File: config.mk
export PLATFORM = sky130hd
export DESIGN_NAME = i2s_rx_deserializer
export DESIGN_NICKNAME = d
export VERILOG_FILES = /design/src/rtl/eq_pkg.sv /design/src/rtl/sync_edge_det.sv /design/src/rtl/i2s_rx_deserializer.sv
export SDC_FILE = /design/constraint.sdc
export NUM_CORES = 1
export LEC_CHECK = 0
export ABC_AREA = 1
export CAP_MARGIN = 5
export CORE_MARGIN = 3
export CORE_UTILIZATION = 50
export DETAILED_ROUTE_END_ITERATION = 10
export GPL_TIMING_DRIVEN = 0
export PLACE_DENSITY_LB_ADDON = 0.2
export SETUP_SLACK_MARGIN = 0.2
export SYNTH_ARGS = -nofsm -noshare
export SYNTH_HDL_FRONTEND = slang
export SYNTH_SLANG_ARGS = --single-unit
File: constraint.sdc
create_clock -name clk -period 3.1 [get_ports clk]
set_input_delay 0.465 -clock clk [delete_from_list [all_inputs] [get_ports clk]]
set_output_delay 0.465 -clock clk [all_outputs]
set_load 0.05 [all_outputs]
File: src/rtl/eq_pkg.sv
// eq_pkg: shared widths and types for the I2S receiver and the equalizer filter bank
package eq_pkg;
    localparam int I2S_DATA_W = 24;
    typedef enum logic [1:0] {SYNC, LEFT, RIGHT} i2s_state_t;
endpackage

File: src/rtl/sync_edge_det.sv
// sync_edge_det: multi-flop synchronizer for an async input with a registered rising-edge strobe
module sync_edge_det #(
    parameter int STAGES = 3
) (
    input  logic clk,
    input  logic rst_n,
    input  logic d,
    output logic rise
);
    logic [STAGES-1:0] sync;
    logic              prev;
    always_ff @(posedge clk or negedge rst_n) begin
        if (!rst_n) begin
            sync <= '0;
            prev <= 1'b0;
            rise <= 1'b0;
        end else begin
            sync <= {sync[STAGES-2:0], d};
            prev <= sync[STAGES-1];
            rise <= sync[STAGES-1] & ~prev;
        end
    end
endmodule

File: src/rtl/i2s_rx_deserializer.sv
// i2s_rx_deserializer: I2S receiver producing left/right PCM pairs with valid and frame-error strobes
module i2s_rx_deserializer import eq_pkg::*; #(
    parameter int DATA_W      = I2S_DATA_W,
    parameter int SYNC_STAGES = 3
) (
    input  logic              clk,
    input  logic              rst_n,
    input  logic              I2S_sclk,
    input  logic              I2S_ws,
    input  logic              I2S_data,
    output logic [DATA_W-1:0] lft_chnnl,
    output logic [DATA_W-1:0] rght_chnnl,
    output logic              vld,
    output logic              frm_err
);
    localparam int CW = $clog2(DATA_W + 1);
    logic              sclk_rise;
    logic [SYNC_STAGES:0] ws_sync, data_sync;
    i2s_state_t        state;
    logic [CW-1:0]     bit_cnt;
    logic [DATA_W-1:0] lft_shft, rght_shft;
    logic              ws_prev, ws, dat, ws_fall, ws_rise, full;

    sync_edge_det #(.STAGES(SYNC_STAGES)) u_sclk (
        .clk  (clk),
        .rst_n(rst_n),
        .d    (I2S_sclk),
        .rise (sclk_rise)
    );

    // one stage deeper than the sclk chain to match the registered edge strobe
    always_ff @(posedge clk or negedge rst_n) begin
        if (!rst_n) begin
            ws_sync   <= '0;
            data_sync <= '0;
        end else begin
            ws_sync   <= {ws_sync[SYNC_STAGES-1:0], I2S_ws};
            data_sync <= {data_sync[SYNC_STAGES-1:0], I2S_data};
        end
    end

    assign ws      = ws_sync[SYNC_STAGES];
    assign dat     = data_sync[SYNC_STAGES];
    assign ws_fall = ws_prev & ~ws;
    assign ws_rise = ~ws_prev & ws;
    assign full    = bit_cnt == CW'(DATA_W);

    always_ff @(posedge clk or negedge rst_n) begin
        if (!rst_n) begin
            state      <= SYNC;
            bit_cnt    <= '0;
            lft_shft   <= '0;
            rght_shft  <= '0;
            ws_prev    <= 1'b0;
            lft_chnnl  <= '0;
            rght_chnnl <= '0;
            vld        <= 1'b0;
            frm_err    <= 1'b0;
        end else begin
            vld     <= 1'b0;
            frm_err <= 1'b0;
            if (sclk_rise) begin
                ws_prev <= ws;
                case (state)
                    SYNC: if (ws_fall) begin
                        state   <= LEFT;
                        bit_cnt <= '0;
                    end
                    LEFT: if (ws_rise) begin
                        bit_cnt <= '0;
                        state   <= full ? RIGHT : SYNC;
                        frm_err <= ~full;
                    end else if (ws_fall) begin
                        bit_cnt <= '0;
                        frm_err <= 1'b1;
                    end else if (!full) begin
                        lft_shft <= {lft_shft[DATA_W-2:0], dat};
                        bit_cnt  <= bit_cnt + CW'(1);
                    end
                    RIGHT: if (ws_fall) begin
                        bit_cnt <= '0;
                        state   <= LEFT;
                        if (full) begin
                            lft_chnnl  <= lft_shft;
                            rght_chnnl <= rght_shft;
                            vld        <= 1'b1;
                        end else begin
                            frm_err <= 1'b1;
                        end
                    end else if (!full) begin
                        rght_shft <= {rght_shft[DATA_W-2:0], dat};
                        bit_cnt   <= bit_cnt + CW'(1);
                    end
                    default: state <= SYNC;
                endcase
            end
        end
    end
endmodule
# Word level (Yosys, flattened, before mapping)
# Cells that the tools add are included.
# W data, S select, Z words.
# word_totals
input_bits	5
reg_bits	119
out_inout_bits	50
word_cells	57
# op_classes
muxes	19
bitwise	9
n_eq_ne	6
n_reduce_logical	8
add_sub_neg	1
# ops
cell	count
$mux W5	4
$pmux W5 S3	1
$mux W1	9
$reduce_and A4 Y1	2
$mux W2	3
$not A1 Y1	6
$reduce_and A3 Y1	2
$add A5 B1 Y5 const B	1
$eq A5 B5 Y1 const B	1
$reduce_and A5 Y1	1
$ne A2 B2 Y1 const B	2
$pmux W2 S2	1
$and A1 B1 Y1	3
$reduce_bool A3 Y1	1
$eq A2 B1 Y1 const B	1
$eq A2 B2 Y1 const B	1
$logic_not A2 Y1	1
$ne A2 B1 Y1 const B	1
$pmux W1 S2	1
$reduce_or A2 Y1	1

# Logic depth before layout (Yosys ltp)
# logic_depth
ltp_word	6
depth_mapped	11
depth_no_buf	10

# Hierarchy
# Synthesis repeated with hierarchy kept, for this count alone.
# hier_totals
cells_unflattened	467
area_unflattened_um2	4667.0
# by_module_without_submodules
module	seq_area_each_um2	n_inst	cells_per_inst	area_each_um2
i2s_rx_deserializer	2852.7	1	460	4531.8
sync_edge_det	125.1	1	7	135.1

# Worst setup path after synthesis
# No wires, ideal clock.
# synth_timing
kind	register to register
from	register bit_cnt[0]
to	register lft_chnnl[0]
arrival_time_ps	1317
required_ps	2970
n_path_buf	2
setup_time_ps	130
synth_period_minus_slack_ps	1448
path_stages_with_launch	12
slack_ps	1652
path_cell_list	dfrtp_1 inv_1 ha_1 nand2_1 inv_1 nand2_2 inv_2 nand3_2 buf_6 buf_6 nand2_1 o21ai_1
# synth_between
elab_chain_len	2
# synth_rtl
element	line	text
start, declared	i2s_rx_deserializer.sv:20	logic [CW-1:0] bit_cnt;
start signal, assigned	i2s_rx_deserializer.sv:78	bit_cnt <= bit_cnt + CW'(1);
start signal, assigned	i2s_rx_deserializer.sv:92	bit_cnt <= bit_cnt + CW'(1);
$eq A5 B5 Y1	i2s_rx_deserializer.sv:46	assign full = bit_cnt == CW'(DATA_W);
$reduce_and A4 Y1 (no line)	-	
end signal, assigned	i2s_rx_deserializer.sv:84	lft_chnnl <= lft_shft;
end, declared	i2s_rx_deserializer.sv:11	output logic [DATA_W-1:0] lft_chnnl,
# No other way between the ends.
# A chain may end at the register's enable or synchronous reset.

# Final worst setup path
# layout_timing
from	register rght_chnnl[1]
to	output port rght_chnnl[1]
# layout_rtl
element	line	text
start, declared	i2s_rx_deserializer.sv:12	output logic [DATA_W-1:0] rght_chnnl,
start signal, assigned	i2s_rx_deserializer.sv:85	rght_chnnl <= rght_shft;
# No word-level cell between the ends.

==> flow_summary_export.csv <==
group,metric,value,unit
timing,relSlewSlack,0.6401,
hold_path,worstHoldPathCells,0,
clock_network,cts_sinks,119,
pwr,p_clk_frac,0.490,
critical_path,crit_end,"rght_chnnl[1]",
floorplanning,die_y,102.4,um
floorplanning,start_util,0.5246,
synth,avgSynthCellArea,10.00,um2
pwr,switchingPower,0.8468,mW
cells_and_area,fillers,670,
timing,post-route-period-util,0.7032,
synth,synth_cells,464,
clock_network,clock_tree.root_cell,"clkbuf_8",
floorplanning,row_count,34,
critical_path,crit_fanout,2,
timing,skew,0.008940,ns
critical_path,cp_top_family,"buffers and inverters",
job,cap_violations,0,
clock_network,clockBufferDepth,2,
detailed_routing,vias_per_cell,5.023,
global_route,grt_pass1_vias,3318,
critical_path,critPathLaunch,"rght_chnnl[1]",
critical_path,slowest_delay,0.82,ns
timing,grt_setup_unrepaired,"false",
synth,yosysSeqAreaShare,0.6415,
cells_and_area,area_growth,27.28,%
clock_network,cts-buffers-inserted,17,
critical_path,arrival,1.72,ns
placement,placed_area,5346,um2
global_route,grtUsageTotal,0.1932,
pwr,comb_power_share,0.067,
critical_path,critPathCaptureType,"output port",
clock_network,clkLatencyLatePin,0.51,ns
pwr,power.internal,2.859,mW
synth,syn-num-nets,477,
cells_and_area,final_cell_mix,"nand2_1, dfrtp_1, inv_1",
global_route,grt-ovfl-total,0,
synth,yosysWarnings,0,
status,status,"completed",
pwr,switching_share,0.2285,
detailed_routing,totalWireLength,8.912,mm
clock_network,clk_pin_slew,0.05,ns
synth,ys_ff_latch,119,
detailed_routing,drtAntennaViolNets,0,
critical_path,path_cells,"clkdlybuf4s50_1",
placement,place_ws,1.320,ns
cells_and_area,fin_area,5908,um2
hold_path,min_path_type,"flop to flop",
pwr,leakage,2.659,nW
timing,drv_slew,0,
timing,hold_viol,0,
critical_path,r2r_start,"bit_cnt[0]",
critical_path,reg2reg_slack,1.33,ns
cells_and_area,num_antenna_cells,0,
synth,synth_area,4642,um2
global_route,grt_pass1_wl,15.62,mm
critical_path,cp.depth,1,
critical_path,cp_data_required_time,2.63,ns
clock_network,cts_hold_buf,1,
timing,finalSetupViolCount,0,
pwr,total_power,3.705,mW
critical_path,worstSetupPathType,"flop to output port",
cells_and_area,final_common_cell,"nand2_1",
critical_path,ff2ff_path_depth,9,
clock_network,cts_post_setup_buffers_inserted,0,
placement,hpwl,5.988,mm
detailed_routing,drc,0,
cells_and_area,drive_gt1_frac,0.1109,
cells_and_area,final_nets,552,
global_route,antenna_found_initial,0,
pwr,peakVddDrop,0.3795,mV
timing,max_slew.worst_pin.slew,0.5381,ns
cells_and_area,multi_input_area,1257,um2
detailed_routing,vias,3305,
floorplanning,die_area,10480,um2
clock_network,cts_tree,"built",
placement,place.gp.congestion,0.7399,
synth,yosysUniqueCellTypes,23,
detailed_routing,wl_per_cell,13.54,um
global_route,grt_max_degree,83,
critical_path,crit_slowest_cell,"clkdlybuf4s50_1",
placement,io_buffers,54,
clock_network,post_cts_resized,0,
floorplanning,die_w,102.4,um
critical_path,rr_endpoint,"rght_chnnl[16]",
timing,finalWorstSetupSlack,0.9200,ns
critical_path,startpoint_type,"flop",
timing,finalWorstPathRequiredPeriod,2.180,ns
floorplanning,io_pins,55,
pwr,powerDensity,627.2,nW/um2
clock_network,cts_htree_levels,4,
detailed_routing,drt_first_pass_iters,5,
pwr,p_seq_frac,0.443,
detailed_routing,drt_iter0_drc,174,
timing,fmax,458.7,MHz
floorplanning,coreArea,8848,um2
cells_and_area,seq_area,2978,um2
critical_path,critPathBufInv,1,
==> power by group through the flow <==
stage / clock network, mW / logic, mW / registers (mW)
after floorplan: 0 / 0.161 / 1.66
after global placement: 0 / 0.227 / 1.67
after detailed placement: 0 / 0.248 / 1.67
after CTS: 1.85 / 0.251 / 1.64
after global routing: 1.91 / 0.286 / 1.65
final: 1.82 / 0.247 / 1.64
==> stage by stage <==
step | setup TNS [ns] | cells | utilization | hold WS, ns
2_1_floorplan | 0 | 464 | - | 0.1694
3_3_place_gp | -347.39 | 626 | 0.6010 | 0.3327
3_5_place_dp | 0 | 627 | 0.6042 | 0.3365
4_1_cts | 0 | 658 | 0.6677 | 0.3486
5_1_grt | 0 | 658 | 0.6677 | 0.3542
6_report | 0 | 658 | 0.6677 | 0.3465
==> logic make-up (layout without fill, tap and decap cells) <==
group,count (synthesis),in the layout,synth area share
XOR/XNOR,2,2,0.003774
flip-flops,119,119,0.6415
buffers and inverters,86,172,0.08760
AND/OR/NAND/NOR,145,145,0.1237
adder cells (fa/ha/maj),8,8,0.02156
AO/OA/AOI/OAI,104,104,0.1218
==> Yosys cell counts <==
library cell | number | area share
dfrtp_1 | 119 | 0.64
a21boi_0 | 1 | 0.0016
o21ai_0 | 54 | 0.058
ha_1 | 8 | 0.022
nand2_1 | 126 | 0.10
o21ai_1 | 34 | 0.037
buf_4 | 1 | 0.0016
clkbuf_1 | 6 | 0.0049
o21ai_2 | 10 | 0.019
nand2_2 | 1 | 0.0013
nand3_1 | 6 | 0.0065
nand3_2 | 2 | 0.0043
buf_6 | 10 | 0.024
nor2_2 | 1 | 0.0013
xnor2_1 | 1 | 0.0019
a21oi_1 | 3 | 0.0032
xor2_1 | 1 | 0.0019
o21bai_1 | 2 | 0.0032
buf_2 | 4 | 0.0043
inv_1 | 63 | 0.051
inv_2 | 2 | 0.0016
nand4_1 | 2 | 0.0027
nor2_1 | 7 | 0.0057
==> flip-flops by register name (all words and copies together) (netlist names), 2 cells and up <==
| name | flops |
|---|---|
| bit_cnt | 5 |
| ws_sync | 4 |
| rght_shft | 24 |
| lft_chnnl | 24 |
| state | 2 |
| rght_chnnl | 24 |
| u_sclk.sync | 3 |
| data_sync | 4 |
| lft_shft | 24 |
==> layout make-up <==
| class | count | area share |
|---|---|---|
| sequential | 119 | 0.5040 |
| multi-input combinational | 259 | 0.2128 |
| timing repair buffer | 56 | 0.09805 |
| clock buffer | 21 | 0.07603 |
| inverter | 65 | 0.04130 |
| buffer | 21 | 0.02753 |
| tap | 108 | 0.02287 |
| clock inverter | 9 | 0.01737 |
==> per-layer routing <==
metal	wire length [um]	vias to the layer above	track usage
met5	0	-	0
met4	130	0	0.07265
met3	310	16	0.05119
met2	4304	65	0.2994
met1	4166	1614	0.2634
li1	-	1610	-
==> how the worst min path moves through the flow <==
stage                 start           end
6_report       data_sync[2]  data_sync[3]
4_1_cts        data_sync[2]  data_sync[3]
3_3_place_gp   data_sync[1]  data_sync[2]
5_1_grt        data_sync[2]  data_sync[3]
2_1_floorplan         rst_n    bit_cnt[0]
3_5_place_dp   data_sync[2]  data_sync[3]
No activity file was read; power rests on OpenSTA's default activity.
